$ cat src/rtl/sp_xmit_ctrl_pkg.sv
// sp_xmit_ctrl_pkg: shared spectrum-path constants and transmit FSM encoding
package sp_xmit_ctrl_pkg;
    localparam int SP_FIFO_WORDS    = 16384;
    localparam int SP_SAMPLE_W      = 16;
    localparam int SP_BYTES_PER_PKT = 1024;
    typedef enum logic [1:0] {IDLE = 2'd0, REQ = 2'd1, SEND = 2'd2, FIN = 2'd3} sp_xmit_state_t;
endpackage

$ cat src/rtl/sp_xmit_ctrl.sv
// sp_xmit_ctrl: drains SP FIFO samples as fixed-size packets, MSB byte first,
// over a req/ack plus byte-strobe handshake to the Ethernet transmit arbiter
module sp_xmit_ctrl
    import sp_xmit_ctrl_pkg::*;
#(
    parameter int BYTES_PER_PKT = SP_BYTES_PER_PKT,
    parameter int SEQ_W         = 32
) (
    input  logic                   clk,
    input  logic                   reset,
    input  logic                   have_sp_data,
    input  logic                   sp_fifo_rdempty,
    input  logic [SP_SAMPLE_W-1:0] sp_fifo_rddata,
    output logic                   sp_fifo_rdreq,
    output logic                   tx_req,
    input  logic                   tx_ack,
    input  logic                   tx_rd,
    output logic [7:0]             tx_data,
    output logic                   tx_done,
    output logic [SEQ_W-1:0]       sp_seq,
    output logic                   underflow
);
    localparam int CNT_W = $clog2(BYTES_PER_PKT);

    sp_xmit_state_t   state, state_nx;
    logic [CNT_W-1:0] byte_cnt, cnt_nx;
    logic [7:0]       lo_byte, lo_nx, tx_data_nx;
    logic [SEQ_W-1:0] seq_nx;
    logic             byte_sel, sel_nx, empty_word, empty_nx;
    logic             tx_req_nx, tx_done_nx, uf_nx, last;

    assign last = byte_cnt == CNT_W'(BYTES_PER_PKT - 1);
    // pop as the low byte goes out; its value was already captured at the high-byte fetch
    assign sp_fifo_rdreq = (state == SEND) && tx_rd && byte_sel && !empty_word;

    always_comb begin
        state_nx   = state;
        cnt_nx     = byte_cnt;
        sel_nx     = byte_sel;
        lo_nx      = lo_byte;
        empty_nx   = empty_word;
        tx_req_nx  = tx_req;
        tx_data_nx = tx_data;
        tx_done_nx = 1'b0;
        seq_nx     = sp_seq;
        uf_nx      = underflow;
        case (state)
            IDLE: if (have_sp_data && !sp_fifo_rdempty) begin
                state_nx   = REQ;
                tx_req_nx  = 1'b1;
                tx_data_nx = sp_fifo_rddata[15:8];
                lo_nx      = sp_fifo_rddata[7:0];
                sel_nx     = 1'b1;
                cnt_nx     = '0;
                empty_nx   = 1'b0;
            end
            REQ: state_nx = tx_ack ? SEND : REQ;
            SEND: if (tx_rd) begin
                cnt_nx = byte_cnt + CNT_W'(1);
                if (last) begin
                    state_nx   = FIN;
                    tx_req_nx  = 1'b0;
                    tx_done_nx = 1'b1;
                end else if (byte_sel) begin
                    tx_data_nx = lo_byte;
                    sel_nx     = 1'b0;
                end else begin
                    // an empty FIFO yields a zero word and no pop; the packet keeps its length
                    tx_data_nx = sp_fifo_rdempty ? 8'h00 : sp_fifo_rddata[15:8];
                    lo_nx      = sp_fifo_rdempty ? 8'h00 : sp_fifo_rddata[7:0];
                    sel_nx     = 1'b1;
                    empty_nx   = sp_fifo_rdempty;
                    uf_nx      = underflow | sp_fifo_rdempty;
                end
            end
            FIN: begin
                state_nx = IDLE;
                seq_nx   = sp_seq + SEQ_W'(1);
            end
            default: state_nx = IDLE;
        endcase
    end

    always_ff @(posedge clk or posedge reset) begin
        if (reset) begin
            state      <= IDLE;
            byte_cnt   <= '0;
            byte_sel   <= 1'b0;
            lo_byte    <= '0;
            empty_word <= 1'b0;
            tx_req     <= 1'b0;
            tx_data    <= '0;
            tx_done    <= 1'b0;
            sp_seq     <= '0;
            underflow  <= 1'b0;
        end else begin
            state      <= state_nx;
            byte_cnt   <= cnt_nx;
            byte_sel   <= sel_nx;
            lo_byte    <= lo_nx;
            empty_word <= empty_nx;
            tx_req     <= tx_req_nx;
            tx_data    <= tx_data_nx;
            tx_done    <= tx_done_nx;
            sp_seq     <= seq_nx;
            underflow  <= uf_nx;
        end
    end
endmodule

$ cat config.mk
export PLATFORM = sky130hd
export DESIGN_NAME = sp_xmit_ctrl
export DESIGN_NICKNAME = d
export VERILOG_FILES = /design/src/rtl/sp_xmit_ctrl_pkg.sv /design/src/rtl/sp_xmit_ctrl.sv
export SDC_FILE = /design/constraint.sdc
export NUM_CORES = 1
export LEC_CHECK = 0
export ABC_AREA = 1
export CELL_PAD_IN_SITES_DETAIL_PLACEMENT = 1
export CELL_PAD_IN_SITES_GLOBAL_PLACEMENT = 1
export CORE_UTILIZATION = 35
export DETAILED_ROUTE_END_ITERATION = 10
export GPL_ROUTABILITY_DRIVEN = 0
export PLACE_DENSITY = 0.82
export SLEW_MARGIN = 25
export SYNTH_ARGS = -nofsm -noshare
export SYNTH_HDL_FRONTEND = slang
export SYNTH_SLANG_ARGS = --single-unit
export TNS_END_PERCENT = 100
$ cat constraint.sdc
create_clock -name clk -period 1.9 [get_ports clk]
set_input_delay 0.285 -clock clk [delete_from_list [all_inputs] [get_ports clk]]
set_output_delay 0.285 -clock clk [all_outputs]
set_load 0.03 [all_outputs]
== Word-level counts from Yosys, hierarchy flattened ==
Cells that the tools add are included.

* Register bits: 65
* Bits in latches: 0
* RAM bits: 0
* ROM bits: 0
* Bits of input ports: 22
* Output and inout bits: 44
* Memories kept: 0

* $add $sub $neg: 2
* Multipliers: 0
* Divide/modulo/power cells: 0
* Magnitude comparators: 0
* Equal/unequal tests: 9
* Shift operators: 0
* Multiplexer cells: 36
* Bitwise logic cells: 3
* Reductions and logical operators: 14

{| class="wikitable"
|+ Operator list
! operator !! count
|-
| $mux W8 || 10
|-
| $add A32 B1 Y32 const B || 1
|-
| $pmux W8 S2 || 2
|-
| $mux W10 || 2
|-
| $pmux W10 S2 || 1
|-
| $mux W1 || 13
|-
| $reduce_and A4 Y1 || 3
|-
| $add A10 B1 Y10 const B || 1
|-
| $eq A10 B10 Y1 const B || 1
|-
| $ne A2 B2 Y1 const B || 5
|-
| $mux W2 || 4
|-
| $pmux W2 S4 || 1
|-
| $pmux W1 S2 || 3
|-
| $reduce_and A3 Y1 || 2
|-
| $reduce_and A5 Y1 || 1
|-
| $eq A2 B2 Y1 const B || 2
|-
| $logic_and A1 B1 Y1 || 4
|-
| $eq A2 B1 Y1 const B || 1
|-
| $logic_not A1 Y1 || 2
|-
| $logic_not A2 Y1 || 1
|-
| $not A1 Y1 || 2
|-
| $reduce_bool A2 Y1 || 1
|-
| $or A1 B1 Y1 || 1
|}

== Longest topological paths before layout ==
* Depth after elaboration: 5
* Mapped depth: 9

== Least setup slack after synthesis ==
No wires, ideal clock.

* Path type: register -> output
* From: reg state[0]
* To: out sp_fifo_rdreq
* Arrival: 1.638 ns
* Data required time: 1.615 ns
* Slack: -0.023 ns
* Cell stages (with the launch flop): 5
* Path buffers: 1
* Cells stage by stage: dfrtp_1 > nor2_4 > nand2_2 > buf_2 > nor3b_1

* Cells in the longest elaborated chain, start to end: 4

{| class="wikitable"
|+ Ends and longest elaborated chain
! element !! line !! source
|-
| start, declared || sp_xmit_ctrl.sv:25 || <nowiki>sp_xmit_state_t state, state_nx;</nowiki>
|-
| start signal, assigned || sp_xmit_ctrl.sv:97 || <nowiki>state <= state_nx;</nowiki>
|-
| $eq A2 B2 Y1 || sp_xmit_ctrl.sv:34 || <nowiki>assign sp_fifo_rdreq = (state == SEND) && tx_rd && byte_sel && !empty_word;</nowiki>
|-
| $logic_and A1 B1 Y1 (3 in series) || sp_xmit_ctrl.sv:34 ||
|-
| end, declared || sp_xmit_ctrl.sv:14 || <nowiki>output logic sp_fifo_rdreq,</nowiki>
|}

No other way between the ends.

== Worst setup path after layout ==
* From: reg sp_seq[12]
* To: out sp_seq[12]

{| class="wikitable"
|+ RTL lines
! element !! line !! source
|-
| start, declared || sp_xmit_ctrl.sv:20 || <nowiki>output logic [SEQ_W-1:0] sp_seq,</nowiki>
|-
| start signal, assigned || sp_xmit_ctrl.sv:105 || <nowiki>sp_seq <= seq_nx;</nowiki>
|}

No word-level cell between the ends.

==> impl_metrics.tcl <==
set metrics [dict create \
    status "completed" \
    powerDensity_mw_per_mm2 784 \
    ff2ff_path_depth 8 \
    dieArea_mm2 0.0103 \
    cts_tree "built" \
    drv_cap 0 \
    switchingPower_mw 1.07 \
    synth_seq_area_share 0.469 \
    grt_pass1_wl_mm 15.6 \
    top_level_ports 66 \
    endpoint_kind "output pin" \
    area_growth_pct 30.7 \
    fmax_ghz 0.559 \
    syn_inst 426 \
    switching_share 0.300 \
    r2r_slack_ns 0.25 \
    ctsHoldBuffers 0 \
    syn_area_per_cell_um2 8.14 \
    critPathLaunchType "flip-flop" \
    drt_iter0_markers 78 \
    yosysTopAreaCell "dfrtp_1" \
    synthTopCellsByCount "143 x nand2_1, 65 x dfrtp_1, 39 x nor2_1" \
    critical-path-slowest-cell "clkdlybuf4s50_1" \
    rsz0062_at_grt "no" \
    clock_sinks 65 \
    pwr-share-clk 0.356 \
    grt_usage 0.196 \
    drtAntennaViolNets 0 \
    multi_input_area_mm2 0.00163 \
    drc_errors 0 \
    timing.final.crit_share 0.941 \
    fin_crit_ns 1.79 \
    post_cts_buffers 2 \
    crit_arrival_ns 1.50 \
    fp.dieH_um 102 \
    syn_nets 450 \
    drive_gt1_frac 0.127 \
    netlist_area_mm2 0.00347 \
    diodes 0 \
    hpwl_mm 7.01 \
    rows 35 \
    first_global_vias 3254 \
    synthMostInstantiatedCell "nand2_1" \
    setup_viol 0 \
    synth_ff_type "dfrtp_1" \
    r2r_end "lo_byte[6]" \
    hold_class "in -> async" \
    async_flop_share 1.00 \
    skew_ns 0.00533 \
    numPortBuffers 65 \
    path_clk_slew_ns 0.07 \
    synth_area_leaders "dfrtp_1 47%, nand2_1 15%, nor2_1 4.2%" \
    ctsResizeCount 0 \
    initial_core_util 0.368 \
    worst_path_largest_cell_delay_ns 0.71 \
    antenna_found_initial 0 \
    n_fill_cell 1137 \
    cts_htree_levels 3 \
    crit_chain "clkdlybuf4s50_1" \
    core_area_mm2 0.00942 \
    dr.pass1.iters 4 \
    grt_max_degree 22 \
    cts_made_buffers 9 \
    fin_hold_ws_ns 0.278 \
    clock_latency_ns 0.34 \
    worstMarginPinSlew_ns 0.451 \
    power.ir.vdd_worst_v 0.000316 \
    yosysTopAreaCellShare 0.469 \
    cts-root-buf "clkbuf_8" \
    cp.required_ns 1.62 \
    criticalPathCategory "reg -> out" \
    synth_cell_types 31 \
    synth_seq_cells 65 \
    path_delay_family "buffers and inverters" \
    yosys_warnings 0 \
    wl_mm 9.29 \
    critical_path.max_fanout 5 \
    drv_slew 0 \
    leakage_nw 2.07 \
    pwr-share-seq 0.464 \
    gr-total-overflow 0 \
    vias 3105 \
    crit_buf_inv 1 \
    via_per_inst 4.85 \
    die_w_um 102 \
    fin_cells 640 \
    dp_cells 622 \
    regArea_mm2 0.00163 \
    tns_ns 0 \
    synth_edf_count 0 \
    relSlewSlack 0.698 \
    power_frac_comb 0.181 \
    intPower_mw 2.49 \
    num-nets-final 530 \
    clk_path_buf_depth 2 \
    avgRoutedWirePerCell_um 14.5 \
    hold_viol 0 \
]
-- final cells by class --
class	count	share of cell area
multi-input cells	316	0.360
flip-flops and latches	65	0.359
repair buffers	75	0.165
clock buffers	12	0.0364
well taps	129	0.0356
inverters	39	0.0331
clock inverters	4	0.0110
-- layout by cell type, fill, tap and decap left out, types with 4 or more instances in the layout --
cell type,synthesis,routed
a21oi_1,6,6
buf_4,0,9
clkbuf_8,0,12
clkdlybuf4s50_1,0,64
dfrtp_1,65,65
inv_1,36,35
nand2_1,143,143
nand2_2,8,8
nand2_4,4,4
nand3_1,24,24
nand3b_1,7,7
nand4_1,19,19
nor2_1,39,39
nor2_2,4,4
o21ai_0,14,14
o21ai_1,7,7
o21ai_2,9,9
xnor2_1,6,6
xor2_1,10,10
-- per-layer routing --
| layer | track usage | vias up | wire length [µm] |
|---|---|---|---|
| met5 | 0 | - | 0 |
| met4 | 0.0591 | 0 | 140 |
| met3 | 0.0373 | 13 | 355 |
| met2 | 0.331 | 63 | 4550 |
| met1 | 0.255 | 1507 | 4240 |
| li1 | - | 1522 | - |
-- through the flow --
step / utilization / cell area [µm²] / worst slack, ns / power, mW
after floorplan: - / 3480 / 0.270 / 2.07
after global placement: 0.457 / 4300 / 0.170 / 2.29
after detailed placement: 0.457 / 4300 / 0.0955 / 2.32
after CTS: 0.482 / 4530 / 0.0871 / 3.60
after global routing: 0.482 / 4530 / 0.0426 / 3.74
final: 0.482 / 4530 / 0.112 / 3.56
-- power by group through the flow --
stage / logic, mW / registers, mW / clock network [mW]
floorplan: 0.368 / 1.71 / 0
detailed placement: 0.649 / 1.67 / 0
finish: 0.642 / 1.65 / 1.26
CTS: 0.654 / 1.65 / 1.30
global route: 0.722 / 1.67 / 1.34
global placement: 0.615 / 1.67 / 0
-- kinds of logic after synthesis --
| logic type | after synthesis | synth area share |
|---|---|---|
| xor gates and xnor gates | 16 | 0.0404 |
| adders and majority gates | 2 | 0.00721 |
| buffers and inverters | 45 | 0.0617 |
| and+or+nand+nor | 261 | 0.358 |
| DFF | 65 | 0.469 |
| AOI/OAI and AO/OA | 37 | 0.0639 |
-- registers in the layout, indices dropped and copies added, names as in the netlist, named ones only --
| register | cells |
|---|---|
| state | 1 |
| byte_sel | 1 |
| empty_word | 1 |
| sp_seq | 32 |
| tx_data | 8 |
| underflow | 1 |
| tx_req | 1 |
| lo_byte | 8 |
| tx_done | 1 |
| byte_cnt | 10 |
-- worst max path at each step --
stage,startpoint,to,cells after the start
6_report,sp_seq[12],sp_seq[12],1
5_1_grt,sp_seq[17],sp_seq[17],1
4_1_cts,sp_seq[13],sp_seq[13],1
3_5_place_dp,have_sp_data,lo_byte[6],8
3_3_place_gp,have_sp_data,lo_byte[4],8
2_1_floorplan,state[0],sp_fifo_rdreq,4
Note: power is estimated with default switching activity, not from simulation.
